**src/rtl/alu_pkg.sv**
```systemverilog
// Shared ALU definitions: opcode set, operand/result widths, staged request
// record and the combinational ALU function.
package alu_pkg;

   localparam int OPND_W = 4;
   localparam int RES_W  = 8;

   typedef enum logic [2:0] {
      OP_ADD = 3'd0,
      OP_SUB = 3'd1,
      OP_MUL = 3'd2,
      OP_AND = 3'd3,
      OP_OR  = 3'd4,
      OP_XOR = 3'd5,
      OP_NOT = 3'd6,
      OP_SHL = 3'd7
   } opcode_e;

   typedef struct packed {
      opcode_e             op;
      logic [OPND_W-1:0]   a;
      logic [OPND_W-1:0]   b;
   } req_t;

   // Operands are zero-extended; every result is naturally modulo 256.
   function automatic logic [RES_W-1:0] alu_fn(input opcode_e op,
                                               input logic [OPND_W-1:0] a,
                                               input logic [OPND_W-1:0] b);
      logic [RES_W-1:0] ax;
      logic [RES_W-1:0] bx;
      logic [RES_W-1:0] r;
      ax = {4'h0, a};
      bx = {4'h0, b};
      case (op)
         OP_ADD:  r = ax + bx;
         OP_SUB:  r = ax - bx;
         OP_MUL:  r = ax * bx;
         OP_AND:  r = ax & bx;
         OP_OR:   r = ax | bx;
         OP_XOR:  r = ax ^ bx;
         OP_NOT:  r = {4'h0, ~a};
         OP_SHL:  r = ax << b[2:0];
         default: r = '0;
      endcase
      return r;
   endfunction

endpackage

```
**src/rtl/alu_fifo2.sv**
```systemverilog
// Two-entry, 8-bit synchronous FIFO with occupancy count. The caller never
// pushes into a full FIFO unless it pops on the same edge.
module alu_fifo2 (
   input  logic       clk,
   input  logic       rst,
   input  logic       push,
   input  logic [7:0] push_data,
   input  logic       pop,
   output logic [7:0] pop_data,
   output logic [1:0] count
);

   logic [7:0] mem [2];
   logic       wr_ptr;
   logic       rd_ptr;

   always_ff @(posedge clk or posedge rst) begin
      if (rst) begin
         mem[0] <= '0;
         mem[1] <= '0;
         wr_ptr <= 1'b0;
         rd_ptr <= 1'b0;
         count  <= 2'd0;
      end else begin
         if (push) begin
            mem[wr_ptr] <= push_data;
            wr_ptr      <= ~wr_ptr;
         end
         if (pop)
            rd_ptr <= ~rd_ptr;
         case ({push, pop})
            2'b10:   count <= count + 2'd1;
            2'b01:   count <= count - 2'd1;
            default: count <= count;
         endcase
      end
   end

   assign pop_data = mem[rd_ptr];

endmodule

```
**src/rtl/alu_resp.sv**
```systemverilog
// Request/response ALU: one-entry operand stage feeding a two-entry result
// FIFO, with a wrapping counter of consumed results.
module alu_resp
   import alu_pkg::*;
#(
   parameter int CNT_W = 16
) (
   input  logic             clk,
   input  logic             rst,
   input  logic             in_valid,
   output logic             in_ready,
   input  logic [3:0]       a,
   input  logic [3:0]       b,
   input  logic [2:0]       opcode,
   output logic             out_valid,
   input  logic             out_ready,
   output logic [7:0]       outdata,
   output logic [CNT_W-1:0] result_count
);

   // Handshakes: a transfer happens on a rising edge where valid and ready are
   // both 1. out_valid/outdata hold steady until consumed; in_ready depends
   // only on registered occupancy (and rst), never on in_valid or out_ready.

   logic       s_valid;
   req_t       s_req;
   logic [1:0] fifo_count;
   logic [2:0] occupancy;
   logic       accept;
   logic       pop;
   logic       xfer;
   logic [7:0] s_result;

   assign occupancy = {2'b00, s_valid} + {1'b0, fifo_count};
   assign in_ready  = !rst && (occupancy < 3'd3);
   assign out_valid = (fifo_count != 2'd0);
   assign pop       = out_valid && out_ready;
   assign xfer      = s_valid && ((fifo_count < 2'd2) || pop);
   assign accept    = in_valid && in_ready;
   assign s_result  = alu_fn(s_req.op, s_req.a, s_req.b);

   // An accept always coincides with S being empty or moving out this edge.
   always_ff @(posedge clk or posedge rst) begin
      if (rst) begin
         s_valid <= 1'b0;
         s_req   <= '0;
      end else if (accept) begin
         s_valid <= 1'b1;
         s_req   <= '{op: opcode_e'(opcode), a: a, b: b};
      end else if (xfer) begin
         s_valid <= 1'b0;
      end
   end

   always_ff @(posedge clk or posedge rst) begin
      if (rst)
         result_count <= '0;
      else if (pop)
         result_count <= result_count + 1'b1;
   end

   alu_fifo2 u_fifo (
      .clk       (clk),
      .rst       (rst),
      .push      (xfer),
      .push_data (s_result),
      .pop       (pop),
      .pop_data  (outdata),
      .count     (fifo_count)
   );

endmodule

```
**config.mk**
```make
export PLATFORM = sky130hd
export DESIGN_NAME = alu_resp
export DESIGN_NICKNAME = d
export VERILOG_FILES = /design/src/rtl/alu_pkg.sv /design/src/rtl/alu_fifo2.sv /design/src/rtl/alu_resp.sv
export SDC_FILE = /design/constraint.sdc
export NUM_CORES = 1
export LEC_CHECK = 0
export CAP_MARGIN = 25
export CORE_UTILIZATION = 55
export CTS_BUF_LIST = sky130_fd_sc_hd__clkbuf_4 sky130_fd_sc_hd__clkbuf_8 sky130_fd_sc_hd__clkbuf_16
export CTS_CLUSTER_SIZE = 30
export DETAILED_ROUTE_END_ITERATION = 8
export PLACE_DENSITY = 0.77
export SYNTH_ARGS = -nofsm -noshare
export SYNTH_HDL_FRONTEND = slang
export SYNTH_SLANG_ARGS = --single-unit
```
**constraint.sdc**
```tcl
create_clock -name clk -period 7.8 [get_ports clk]
set_clock_uncertainty 0.1 [all_clocks]
set_input_delay 0.78 -clock clk [delete_from_list [all_inputs] [get_ports clk]]
set_output_delay 0.78 -clock clk [all_outputs]
set_load 0.05 [all_outputs]
```
==> metrics.csv <==
metric;value;unit
WP data required;7.89;ns
I/O pin total;41;
CP Max Fanout;12;
most used cell, CP;fa_1;
outcome;finished clean;
DRT Wirelength;6790;µm
Routed Antenna Nets;0;
DRC viols;0;
Worst Setup SP;s_req[5];
number of fill cells;448;
gr usage total;23.6;%
CTS Root Cell;clkbuf_8;
multi-input logic area;1950;µm²
P&R area growth vs syn;16.8;%
vias per cell;5.74;
DRT iter0 DRCs;129;
post-synthesis sequential area ratio;36.3;%
port bufs;40;
Final HPWL DP;5320;µm
Syn Inst Count;324;
CTS tree;built;
Setup WS post-layout;4.22;ns
FFs w/ async S/R, synth;100;%
RSZ-0062 raised after global routing;no;
r2r endpoint;u_fifo.mem[6];
worst r2r path cells;10;
CTS buffer count;5;
crit path DAT;3.67;ns
Initial DRT Pass Iterations;4;
Final Cycle Share;46.0;%
Die W;79.6;µm
distinct cell type count of the synthesized netlist;51;
Power Density;475;nW/µm²
placed insts;423;
Hold Violations, Final;0;
H-Tree Depth;2;
Yosys top cell area share;36.3;%
hold_buf cts;0;
Min-Delay Path Class;register to register;
Critical Path Start Type;register;
Post-synth EDFFs;0;
Syn. warnings;0;
commonest non-fill, non-tap cells in the layout;48 x dfrtp_1, 40 x clkdlybuf4s50_1, 31 x mux2_2;
slew margin rel.;52.4;%
RR Startpoint;s_req[5];
Post-CTS Setup Inserts;0;
Row Count;27;
core area;5640;µm²
fin. max-slew vios;0;
critical path class;register to register;
Post-DP Area;3730;µm²
vias in the first global route;2380;
post-CTS resize count;0;
Peak VDD IR;314;µV
register area;1200;µm²
post-route cell area;3870;µm²
largest net degree at the start of global routing;49;
Area contributors post-synth;dfrtp_1 36%, ha_1 11%, mux2_2 11%;
Max-Cap Viols;0;
die height;79.6;µm
worst-path cell chain;nand2_1, fa_1, inv_1, fa_1, fa_1, a21o_1, a21oi_1, xnor2_1, a221o_1, mux2_2;
fraction of layout cells with a size suffix above 1;13.3;%
crit path to;u_fifo.mem[6];
clock period minus worst slack;3.58;ns
mapped cell area;3310;µm²
ys flop type;dfrtp_1;
pre-CTS setup slack;4.23;ns
GPL Wtd Cong;0.952;
Final Non-Filler Cells;432;
Max clock buf depth;2;
worst slew pin tran;0.695;ns
most common cell after layout, fill and taps aside;dfrtp_1;
Starting Density;58.7;%
total negative setup slack;0;ns
via count;2480;
R2R setup slack;4.22;ns
maximum clock frequency;279;MHz
Leak;1.79;nW
Slowest cell on crit path;dfrtp_1;
Worst-Skew Late Latency;0.30;ns
Yosys reg bits;48;
Avg Cell Area, Syn;10.2;µm²
leading area contributor after synthesis;dfrtp_1;
GR Overflow Total;0;
Mapped Nets;374;
Setup crit end kind;register;
Nets;409;
Setup violations, final;0;
first-pass GRT wire length;11500;µm
initial antenna violation count;0;
wire per inst;15.7;µm
ANT cells;0;
Clock Pin Slew Worst Setup and Hold Paths;0.09;ns
CTS sink count;48;
Pwr Total;0.00184;W
Max stage delay on crit path;0.59;ns
die area;6330;µm²
## area by class of cell
class | instances | share of cell area [%]
clock buffer | 5 | 1.78
inverter | 24 | 2.33
clock inverter | 3 | 1.23
timing repair buffer | 41 | 10.9
sequential | 48 | 31.1
multi-input combinational | 239 | 50.4
tap | 72 | 2.33
## worst max-delay path: cells and delay by family (launching register included)
kind,cells,cell delay [ns]
fa+ha+maj,3,1.51
compound gates,3,0.74
flops,1,0.59
mux,1,0.27
simple gates,1,0.13
xor+xnor,1,0.08
buf+inv,1,0.05
## synth_stat cells (6+ instances only)
library cell  count
ha_1             29
inv_1            23
dfrtp_1          48
a21oi_1           8
o21ai_0           7
mux2i_1           8
xnor2_1          18
nand2_1          25
nand3_1           8
mux2_2           31
xor2_1            6
fa_1              6
nor2_1           22
## through the flow
| step | hold WS, ns | utilization, % |
|---|---|---|
| 4_1_cts | 0.383 | 68.2 |
| 3_5_place_dp | 0.369 | 66.1 |
| 6_report | 0.376 | 68.5 |
| 5_1_grt | 0.411 | 68.5 |
| 2_1_floorplan | 0.343 | - |
| 3_3_place_gp | 0.360 | 66.1 |
## cell families (layout without fill, tap and decap cells)
kind of cell	after synthesis	in the layout	synth area share, %
muxes	40	40	13.6
xor gates and xnor gates	24	24	6.35
buffers and inverters	37	73	4.84
and+or+nand+nor	96	96	14.7
AOI/OAI and AO/OA	44	44	9.57
DFF	48	48	36.3
adders and majority gates	35	35	14.6
## per-layer routing
metal	wire length [µm]	GRT usage [%]
met4	36	4.36
met5	0	0
met1	3130	33.3
met2	3300	37.9
met3	330	4.57
## state kept, by name, summed over array words and instances, names as in the netlist
| register | count |
|---|---|
| s_valid | 1 |
| result_count | 16 |
| u_fifo.count | 2 |
| s_req | 11 |
| u_fifo.rd_ptr | 1 |
| u_fifo.wr_ptr | 1 |
| u_fifo.mem | 16 |
## power breakdown
group	total, W	switching [W]	internal [W]
clock	0.000184	0.0000873	0.0000966
combinational	0.00115	0.000647	0.000508
sequential	0.000498	0.000156	0.000342
total	0.00184	0.000889	0.000947
## worst min-delay path by stage
| stage | from | depth (start not counted) | to |
|---|---|---|---|
| 2_1_floorplan | u_fifo.mem[2] | 2 | u_fifo.mem[2] |
| 3_3_place_gp | u_fifo.mem[4] | 2 | u_fifo.mem[4] |
| 3_5_place_dp | result_count[15] | 1 | result_count[15] |
| 4_1_cts | result_count[15] | 1 | result_count[15] |
| 5_1_grt | result_count[15] | 1 | result_count[15] |
| 6_report | result_count[15] | 1 | result_count[15] |
No activity file was read; power rests on OpenSTA's default activity.
